[src/rtl/ddr_word_aligner.sv]
// Word aligner for a 2-bit IDDR stream: finds SYNC_WORD at either bit offset,
// confirms it LOCK_COUNT times on word slots, then emits one aligned word per slot.
module ddr_word_aligner #(
    parameter int              WIDTH      = 8,
    parameter logic [WIDTH-1:0] SYNC_WORD = WIDTH'(8'hA5),
    parameter int              LOCK_COUNT = 3
) (
    input  logic             clk_i,
    input  logic             rst_i,
    input  logic             q0_i,
    input  logic             q1_i,
    input  logic             realign_i,
    output logic [WIDTH-1:0] word_o,
    output logic             valid_o,
    output logic             locked_o,
    output logic             offset_o
);

    localparam int             HALF     = WIDTH / 2;
    localparam int             PH_W     = (HALF > 1) ? $clog2(HALF) : 1;
    localparam logic [PH_W-1:0] PH_MAX  = PH_W'(HALF - 1);
    localparam logic [3:0]     CNT_LOCK = 4'(LOCK_COUNT);

    typedef enum logic [1:0] {
        ST_HUNT   = 2'd0,
        ST_VERIFY = 2'd1,
        ST_LOCKED = 2'd2
    } state_t;

    state_t           state_q, state_d;
    logic [WIDTH:0]   h_q, h_d;
    logic [PH_W-1:0]  ph_q, ph_d;
    logic [3:0]       cnt_q, cnt_d;
    logic [WIDTH-1:0] word_q, word_d;
    logic             valid_q, valid_d;
    logic             locked_q, locked_d;
    logic             offset_q, offset_d;

    logic [WIDTH-1:0] win0_s, win1_s, sel_win_s, hit_win_s;
    logic             hit0_s, hit1_s, hit_s, slot_s;
    logic [PH_W-1:0]  ph_next_s;
    logic [3:0]       cnt_inc_s;

    // Alignment windows, match detection and phase/count increments.
    always_comb begin
        win0_s    = h_q[WIDTH-1:0];
        win1_s    = h_q[WIDTH:1];
        sel_win_s = offset_q ? win1_s : win0_s;
        hit0_s    = (win0_s == SYNC_WORD);
        hit1_s    = (win1_s == SYNC_WORD);
        hit_s     = hit0_s | hit1_s;
        // Offset 0 takes precedence when both windows match.
        hit_win_s = hit0_s ? win0_s : win1_s;
        slot_s    = (ph_q == {PH_W{1'b0}});
        ph_next_s = (ph_q == PH_MAX) ? {PH_W{1'b0}} : ph_q + PH_W'(1);
        cnt_inc_s = cnt_q + 4'd1;
    end

    // Next-state and output computation for the HUNT/VERIFY/LOCKED sequencer.
    always_comb begin
        h_d      = {h_q[WIDTH-2:0], q0_i, q1_i};
        state_d  = state_q;
        ph_d     = ph_q;
        cnt_d    = cnt_q;
        word_d   = word_q;
        valid_d  = 1'b0;
        offset_d = offset_q;

        case (state_q)
            ST_HUNT: begin
                if (hit_s) begin
                    // The hit cycle itself is slot 0 of the new word grid.
                    offset_d = ~hit0_s;
                    ph_d     = PH_W'(1);
                    cnt_d    = 4'd1;
                    if (CNT_LOCK == 4'd1) begin
                        state_d = ST_LOCKED;
                        valid_d = 1'b1;
                        word_d  = hit_win_s;
                    end else begin
                        state_d = ST_VERIFY;
                    end
                end else begin
                    state_d = ST_HUNT;
                    ph_d    = {PH_W{1'b0}};
                    cnt_d   = 4'd0;
                end
            end
            ST_VERIFY: begin
                ph_d = ph_next_s;
                if (slot_s) begin
                    if (sel_win_s == SYNC_WORD) begin
                        cnt_d = cnt_inc_s;
                        if (cnt_inc_s == CNT_LOCK) begin
                            state_d = ST_LOCKED;
                            valid_d = 1'b1;
                            word_d  = sel_win_s;
                        end else begin
                            state_d = ST_VERIFY;
                        end
                    end else begin
                        state_d = ST_HUNT;
                        cnt_d   = 4'd0;
                        ph_d    = {PH_W{1'b0}};
                    end
                end else begin
                    state_d = ST_VERIFY;
                end
            end
            ST_LOCKED: begin
                ph_d = ph_next_s;
                if (slot_s) begin
                    valid_d = 1'b1;
                    word_d  = sel_win_s;
                end else begin
                    valid_d = 1'b0;
                end
            end
            default: begin
                state_d = ST_HUNT;
                ph_d    = {PH_W{1'b0}};
                cnt_d   = 4'd0;
            end
        endcase

        // Realign wins over any hit or lock completion computed above.
        if (realign_i) begin
            state_d  = ST_HUNT;
            cnt_d    = 4'd0;
            ph_d     = {PH_W{1'b0}};
            valid_d  = 1'b0;
            word_d   = word_q;
            offset_d = offset_q;
        end else begin
            state_d  = state_d;
        end

        locked_d = (state_d == ST_LOCKED);
    end

    // State, history and output registers with synchronous reset.
    always_ff @(posedge clk_i) begin
        if (rst_i) begin
            state_q  <= ST_HUNT;
            h_q      <= {(WIDTH+1){1'b0}};
            ph_q     <= {PH_W{1'b0}};
            cnt_q    <= 4'd0;
            word_q   <= {WIDTH{1'b0}};
            valid_q  <= 1'b0;
            locked_q <= 1'b0;
            offset_q <= 1'b0;
        end else begin
            state_q  <= state_d;
            h_q      <= h_d;
            ph_q     <= ph_d;
            cnt_q    <= cnt_d;
            word_q   <= word_d;
            valid_q  <= valid_d;
            locked_q <= locked_d;
            offset_q <= offset_d;
        end
    end

    assign word_o   = word_q;
    assign valid_o  = valid_q;
    assign locked_o = locked_q;
    assign offset_o = offset_q;

endmodule

[config.mk]
export PLATFORM = sky130hd
export DESIGN_NAME = ddr_word_aligner
export DESIGN_NICKNAME = d
export VERILOG_FILES = /design/src/rtl/ddr_word_aligner.sv
export SDC_FILE = /design/constraint.sdc
export NUM_CORES = 1
export LEC_CHECK = 0
export BUFFER_PORTS_ARGS = -buffer_cell sky130_fd_sc_hd__buf_2
export CORE_MARGIN = 2
export CORE_UTILIZATION = 30
export CTS_BUF_LIST = sky130_fd_sc_hd__clkbuf_4 sky130_fd_sc_hd__clkbuf_8
export DETAILED_ROUTE_END_ITERATION = 6
export HOLD_SLACK_MARGIN = 0.15
export SYNTH_ARGS = -nofsm -noshare
export SYNTH_HDL_FRONTEND = slang
export SYNTH_SLANG_ARGS = --single-unit
[constraint.sdc]
create_clock -name clk_i -period 2.1 [get_ports clk_i]
set_clock_uncertainty 0.1 [all_clocks]
set_input_delay 0.42 -clock clk_i [delete_from_list [all_inputs] [get_ports clk_i]]
set_output_delay 0.42 -clock clk_i [all_outputs]
set_load 0.01 [all_outputs]
==> results of run 1 <==
-- cells by family after synthesis --
logic type,Yosys count
multiplexers,8
AND/OR/NAND/NOR,73
adder cells (fa/ha/maj),8
AO/OA/AOI/OAI,42
buffers and inverters,12
flip-flops,28
-- report_power, final --
group / total (W) / internal, W / switching (W)
sequential: 0.000542 / 0.000536 / 0.00000610
clock: 0.000428 / 0.000255 / 0.000172
combinational: 0.0000344 / 0.0000159 / 0.0000185
-- through the flow --
step	setup WS, ns	area, sq um	cells
6_report	0.133	1800	261
3_5_place_dp	0.149	1720	257
3_3_place_gp	0.145	1720	257
5_1_grt	0.0143	1800	261
4_1_cts	0.139	1790	261
2_1_floorplan	0.307	1530	171
-- registers in the layout, summed over array words and instances, names as in the netlist --
signal and count:
cnt_q 4, h_q 9, locked_o 1, offset_o 1, ph_q 2, state_q 2, valid_o 1, word_o 8
-- worst min path at each step --
stage	slack, ns	startpoint	cells after the start	to
2_1_floorplan	0.36	h_q[0]	1	h_q[2]
3_3_place_gp	0.36	word_o[3]	1	word_o[3]
3_5_place_dp	0.36	word_o[4]	1	word_o[4]
4_1_cts	0.24	q0_i	2	h_q[1]
5_1_grt	0.23	q0_i	2	h_q[1]
6_report	0.24	q0_i	2	h_q[1]
-- critical path, stage by stage, from the launching register on --
cell,delay (ns)
dfxtp_1,0.43
inv_1,0.09
ha_1,0.21
and3_1,0.19
a31oi_1,0.36
a21oi_4,0.11
nor3_2,0.26
a21o_1,0.16
-- cell usage after synthesis, types with 2 or more instances --
cell      count  area share
clkbuf_1      3      0.0074
a21oi_1      10       0.033
nand3_1       4       0.013
nand2_1      10       0.025
dfxtp_1      28        0.37
buf_2         2      0.0065
mux2i_1       8       0.052
and4bb_2      2       0.016
nor3_1        5       0.016
o211ai_1      5       0.025
nor2b_1      12       0.049
nand2b_1      2      0.0082
nor4b_1       2       0.011
o21ai_0      11       0.036
ha_1          8       0.065
a21o_1        5       0.025
a31oi_1       3       0.012
nand3b_1      9       0.044
or2_2         3       0.012
and3_1        2      0.0082
a211oi_1      2      0.0098
or3_1         2      0.0082
nor2_1       11       0.027
inv_1         7       0.017
-- final cells by class --
cell class              count  area [sq um]
clock buffers               3          41.3
clock inverters             1          30.0
fillers                   528          3210
inverters                   7          26.3
multi-input cells         131           930
flip-flops and latches     28           561
well taps                  70          87.6
repair buffers             21           120
-- layer usage --
metal / GRT usage / share of wire / vias up
li1: - / - / 653
met1: 0.168 / 0.52 / 571
met2: 0.177 / 0.44 / 17
met4: 0.0585 / 0.021 / 0
met3: 0.0119 / 0.026 / 5
met5: 0 / 0 / -
==> metrics.md, run 1 <==
| Metric | Value |
|---|---|
| Status | `complete, no violations` |
| Post-synth EDFFs | `0` |
| Mapped Area | `1530 sq um` |
| Layout Nets | `205` |
| Most frequent cells in the layout | `dfxtp_1, buf_2, nor2b_1` |
| FMAX | `508 MHz` |
| H-Tree Depth | `1` |
| Antenna cells | `0` |
| Mux share of post-synthesis cell area | `0.0523` |
| Leading register cell type out of synthesis | `dfxtp_1` |
| Minimum clock period | `1.97 ns` |
| Top Ports | `16` |
| CP Launch Type | `register` |
| Max-slew violation count | `0` |
| Layout area overhead | `17.2%` |
| Post-CTS Hold Buffers | `0` |
| Die X-Extent | `75.5 um` |
| Design Power | `0.00100 W` |
| Initial antenna violation count | `0` |
| FF-to-FF Start | `cnt_q[0]` |
| HPWL after detailed placement | `2410 um` |
| Worst EP required | `2.23 ns` |
| R2r endpoint | `word_o[6]` |
| Synth Area in XOR/XNOR | `0` |
| Core ar. | `5010 sq um` |
| Worst min path class | `in -> reg` |
| CP endpoint | `word_o[6]` |
| RSZ-0062 raised after global routing | `false` |
| Overflow left after global routing | `0` |
| Final period utilization | `0.937` |
| Post-DRT Antenna Nets | `0` |
| Compound-gate portion of the synthesized area | `0.183` |
| CTS Buf Count | `3` |
| Routed Wire Length | `3140 um` |
| Post-synthesis simple-gate area fraction | `0.302` |
| Post-Synth Adder-Cell Area | `0.0654` |
| Hold Vio Cnt, Final | `0` |
| Worst slew pin tran | `0.411 ns` |
| Critical Path Start | `cnt_q[0]` |
| Setup TNS | `0 ns` |
| DRC | `0` |
| Critical path type | `reg -> reg` |
| Post-CTS setup buffer count | `0` |
| Number of port buffers | `15` |
| Commonest non-fill, non-tap cell in the layout | `dfxtp_1` |
| Relative slew margins | `0.725` |
| Average size of a mapped cell | `8.96 sq um` |
| TritonCTS Sinks | `28` |
| Number of global-route vias before repair | `1091` |
| Crit-path max FO | `9` |
| Routed via count | `1246` |
| Die height | `75.5 um` |
| Vias per inst | `4.77` |
| Reg clk slew, reported paths | `0.10 ns` |
| First-pass iteration count of the detailed router | `4` |
| Root Driver | `clkbuf_8` |
| Max VDD drop | `0.280 mV` |
| Critical path arrival | `2.10 ns` |
| Largest net degree at the start of global routing | `17` |
| Cells after Synth | `171` |
| Initial core utilization | `0.306` |
| Max Cap Viol | `0` |
| DRT iter0 DRCs | `61` |
| Unique masters post-synth | `39` |
| #FFs+latches synth | `28` |
| CTS tree | `yes` |
| Setup Viol. Count Final | `0` |
| Global-route wire length before repair | `5140 um` |
| Setup crit end kind | `register` |
| Main combinational cell family by area after synthesis | `simple AND/OR/NAND/NOR gates` |
| Hold WS | `0.243 ns` |
| Fin util | `0.358` |
| Max Buffers Root-to-Sink | `2` |
| Total Routing Usage GR | `0.118` |
| Routability Congestion | `0.786` |
| R2R depth | `7` |
| Syn nets | `184` |
| Drt wl/cell | `12.0 um` |
| Post-synth ARST share | `0` |
| PwrDens | `559 nW/um^2` |
| FP Rows | `26` |
| Leakage | `0.671 nW` |
| Seq/Total Area, Yosys | `0.366` |
| Share of layout cells above drive strength 1 | `0.204` |
| Die footprint | `5690 sq um` |
| Synth Warn # | `0` |
| Worst-Skew Late Latency | `0.28 ns` |
| Post-CTS Resized | `0` |
| Worst reg2reg setup slack | `0.13 ns` |
Power figures use the tool's default switching activity.
==> inputs of run 2 (changes only) <==
Clock period 2.1 ns to 2.5 ns, I/O delays scaled along.
==> metrics.md, run 2 (synthesized netlist as in run 1, its figures left out) <==
| Metric | Value |
|---|---|
| Hold Vio Cnt, Final | `0` |
| Initial antenna violation count | `0` |
| FP Rows | `26` |
| Drt wl/cell | `12.0 um` |
| Psw | `0.000168 W` |
| Critical path arrival | `2.07 ns` |
| Comb power frac | `0.031` |
| H-Tree Depth | `1` |
| Overflow left after global routing | `0` |
| Vias per inst | `4.74` |
| Setup TNS | `0 ns` |
| Setup crit end kind | `register` |
| Relative slew margins | `0.596` |
| Antenna cells | `0` |
| TritonCTS Sinks | `28` |
| Post-DRT Antenna Nets | `0` |
| DRT iter0 DRCs | `52` |
| CTS Buf Count | `3` |
| Share of layout cells above drive strength 1 | `0.182` |
| Global-route wire length before repair | `5380 um` |
| PwrDens | `480 nW/um^2` |
| Hold WS | `0.322 ns` |
| Initial core utilization | `0.306` |
| Fillcell total | `520` |
| Routability Congestion | `0.849` |
| Max FFs per register | `9` |
| Max-slew violation count | `0` |
| Post-CTS Hold Buffers | `0` |
| Top reg by flops | `h_q` |
| Max VDD drop | `0.186 mV` |
| Worst slew pin tran | `0.606 ns` |
| Total Routing Usage GR | `0.122` |
| HPWL after detailed placement | `2330 um` |
| Routed Wire Length | `3090 um` |
| Routed via count | `1218` |
| Number of port buffers | `15` |
| First-pass iteration count of the detailed router | `4` |
| Largest net degree at the start of global routing | `17` |
| Final period utilization | `0.791` |
| Die footprint | `5690 sq um` |
| Worst min path class | `in -> reg` |
| Setup Viol. Count Final | `0` |
| Layout area overhead | `14.9%` |
| Post-CTS Resized | `0` |
| FMAX | `506 MHz` |
| CTS tree | `yes` |
| Reg clk slew, reported paths | `0.10 ns` |
| Max Buffers Root-to-Sink | `2` |
| Number of global-route vias before repair | `1126` |
| Layout Nets | `201` |
| Most frequent cells in the layout | `dfxtp_1, buf_2, nor2b_1` |
| Post-CTS setup buffer count | `0` |
| Leakage | `0.649 nW` |
| Sequential fraction of design power | `0.539` |
| Crit-path max FO | `4` |
| Worst EP required | `2.60 ns` |
| Core ar. | `5010 sq um` |
| Max Cap Viol | `0` |
| Worst-Skew Late Latency | `0.28 ns` |
| Minimum clock period | `1.98 ns` |
| RSZ-0062 raised after global routing | `false` |
| Commonest non-fill, non-tap cell in the layout | `dfxtp_1` |
| DP Worst Slack | `0.519 ns` |
| Clock Power Share | `0.430` |
| Sw frac | `0.199` |
| Internal Power | `0.000676 W` |
| Fin worst setup slack | `0.523 ns` |
| Critical path type | `reg -> reg` |
| Top Ports | `16` |
| Die X-Extent | `75.5 um` |
| Status | `complete, no violations` |
| Die height | `75.5 um` |
| DRC | `0` |
| Root Driver | `clkbuf_8` |
| CP Launch Type | `register` |
==> run 2: cell types whose count changed in the layout (fill, tap and decap cells not counted), sizes merged <==
cell	change
buf	-4
==> run 2: per-layer routing <==
metal,vias to the layer above,wire length (um),GRT usage
met4,0,35,0.0546
met1,552,1560,0.175
met3,4,105,0.0212
met5,-,0,0
li1,648,-,-
met2,14,1380,0.180
==> run 2: final cells by class <==
class	instances	area, sq um	share of cell area
multi-input combinational	131	923	0.525
timing repair buffer	17	90.1	0.0512
sequential	28	561	0.319
inverter	7	26.3	0.0149
clock buffer	3	41.3	0.0235
clock inverter	1	30.0	0.0171
tap	70	87.6	0.0498
==> run 2: worst paths after layout <==
path / to / slack (ns) / cells after the start / from
worst max-delay path: cnt_q[1] / 0.52 / 7 / ph_q[0]
worst min-delay path: h_q[0] / 0.32 / 2 / q1_i
worst max register to register: cnt_q[1] / 0.52 / 7 / ph_q[0]
worst min register to register: word_o[3] / 0.39 / 1 / word_o[3]
==> run 2: stage by stage <==
step	instances	area [sq um]	utilization	power (W)
2_1_floorplan	171	1530	-	0.000482
3_3_place_gp	253	1690	0.337	0.000492
3_5_place_dp	253	1690	0.337	0.000492
4_1_cts	257	1760	0.351	0.000854
5_1_grt	257	1760	0.351	0.000882
6_report	257	1760	0.351	0.000844
==> run 2: power groups by stage <==
stage	Sequential, W	Combinational [W]	Clock [W]
final	0.000455	0.0000260	0.000363
after global routing	0.000456	0.0000289	0.000396
after CTS	0.000455	0.0000262	0.000372
after detailed placement	0.000466	0.0000261	0
after global placement	0.000466	0.0000260	0
after floorplan	0.000464	0.0000177	0
==> run 2: worst max-delay path, stage by stage, from the launching register on <==
cell     delay, ns
dfxtp_1       0.34
inv_1         0.06
ha_1          0.22
inv_1         0.09
or4_4         0.54
a21oi_1       0.27
a22oi_1       0.11
nor3_1        0.17
==> inputs of run 3 (changes only) <==
Clock period 2.5 ns to 1.79 ns, I/O delays scaled along.
==> metrics.md, run 3 (synthesized netlist as in run 1, its figures left out) <==
| Metric | Value |
|---|---|
| Worst slew pin tran | `0.386 ns` |
| Relative slew margins | `0.742` |
| RSZ-0062 raised after global routing | `true` |
| CTS Buf Count | `3` |
| Initial antenna violation count | `0` |
| Final period utilization | `1.02` |
| Most frequent cells in the layout | `buf_4, dfxtp_1, buf_2` |
| Total Routing Usage GR | `0.142` |
| Worst EP required | `1.87 ns` |
| Cell chain of the critical path | `inv_2, ha_4, inv_4, or4_4, a21oi_4, nor3_4, a21o_1` |
| Die X-Extent | `75.5 um` |
| Hold endpoint | `h_q[1]` |
| Drt wl/cell | `12.7 um` |
| Share of layout cells above drive strength 1 | `0.416` |
| PwrDens | `510 nW/um^2` |
| Post-CTS Hold Buffers | `0` |
| Reg clk slew, reported paths | `0.10 ns` |
| Crit-path max FO | `5` |
| Area post-placement | `1910 sq um` |
| Worst-Skew Late Latency | `0.28 ns` |
| Die footprint | `5690 sq um` |
| Routed Wire Length | `3690 um` |
| Setup crit end kind | `register` |
| Critical path type | `reg -> reg` |
| Die height | `75.5 um` |
| DRT iter0 DRCs | `63` |
| Design Power | `0.00109 W` |
| Worst stage delay on the critical path | `0.56 ns` |
| Top Ports | `16` |
| Max-slew violation count | `0` |
| Failing checks | `setup timing` |
| Max Buffers Root-to-Sink | `2` |
| HPWL after detailed placement | `2730 um` |
| Antenna cells | `0` |
| Critical path arrival | `1.90 ns` |
| Overflow left after global routing | `0` |
| R2r endpoint | `word_o[4]` |
| Worst Hold Launch | `q0_i` |
| Routed via count | `1382` |
| Minimum clock period | `1.82 ns` |
| FMAX | `550 MHz` |
| Number of global-route vias before repair | `1253` |
| Global-route wire length before repair | `6100 um` |
| Max VDD drop | `0.228 mV` |
| Max FFs per register | `9` |
| Setup TNS | `-0.125 ns` |
| Worst reg2reg setup slack | `-0.03 ns` |
| Critical path's slowest cell | `or4_4` |
| Hold Path Depth | `2` |
| Vias per inst | `4.75` |
| Leakage | `0.829 nW` |
| Max Cap Viol | `0` |
| Top reg by flops | `h_q` |
| CP Launch Type | `register` |
| Setup Viol. Count Final | `8` |
| Routability Congestion | `0.873` |
| Largest net degree at the start of global routing | `16` |
| Worst min path class | `in -> reg` |
| Status | `finished with violations` |
| H-Tree Depth | `1` |
| First-pass iteration count of the detailed router | `4` |
| Post-DRT Antenna Nets | `0` |
| Hold Vio Cnt, Final | `0` |
| Layout Nets | `235` |
| FF-to-FF Start | `ph_q[0]` |
| R2R depth | `7` |
| Initial core utilization | `0.306` |
| Core ar. | `5010 sq um` |
| Root Driver | `clkbuf_8` |
| Number of port buffers | `15` |
| Fin worst setup slack | `-0.0271 ns` |
| Hold WS | `0.182 ns` |
| DP Worst Slack | `-0.0994 ns` |
| Critical Path Start | `ph_q[0]` |
| DRC | `0` |
| Design Area, Final | `2130 sq um` |
| TritonCTS Sinks | `28` |
| FP Rows | `26` |
| CTS tree | `yes` |
| Layout area overhead | `39.4%` |
| Commonest non-fill, non-tap cell in the layout | `buf_4` |
## run 3: cell types whose count changed in the layout (fill, tap and decap cells not counted), moves of 3 or more
cell	before	now
dfxtp_1	28	23
inv_1	7	4
a21oi_2	0	3
o21ai_0	11	3
dfxtp_2	0	5
o21ai_1	1	7
buf_4	2	33
## run 3: how the worst max path moves through the flow
stage | to | slack (ns)
3_5_place_dp | word_o[4] | -0.1
3_3_place_gp | word_o[1] | -0.06
4_1_cts | word_o[4] | -0.01
6_report | word_o[4] | -0.03
5_1_grt | word_o[1] | -0.08
2_1_floorplan | word_o[1] | 0.002
## run 3: area by class of cell
type                    count  area [sq um]
multi-input cells         132          1050
clock buffers               4          55.1
inverters                   7          28.8
fillers                   516          2880
well taps                  70          87.6
flip-flops and latches     28           567
repair buffers             50           345
## run 3: worst max-delay path, delay by kind of cell (launching register included)
family / cells / cell delay [ns]
compound gates: 2 / 0.40
fa+ha+maj: 1 / 0.14
buf+inv: 2 / 0.10
flops: 1 / 0.34
simple gates: 2 / 0.63
## run 3: power by group
part | internal, W | switching, W
Combinational | 0.0000274 | 0.0000285
Clock | 0.000197 | 0.000202
Sequential | 0.000629 | 0.00000551
Total | 0.000854 | 0.000236
## run 3: repair_timing
item,4_1_cts,5_1_grt
pin swaps,4,7
gates cloned,1,0
setup buffers,3,2
setup endpoints to repair,13,17
gates resized for setup,17,18
## run 3: routing by layer
metal / vias up / GRT usage / share of wire
li1: 720 / - / -
met1: 638 / 0.190 / 0.49
met2: 17 / 0.228 / 0.47
met3: 7 / 0.0198 / 0.018
met4: 0 / 0.0604 / 0.023
met5: - / 0 / 0
## run 3: metrics by stage
stage | util | cells
global route | 0.426 | 291
global placement | 0.381 | 281
detailed placement | 0.381 | 281
finish | 0.426 | 291
floorplan | - | 171
CTS | 0.410 | 289
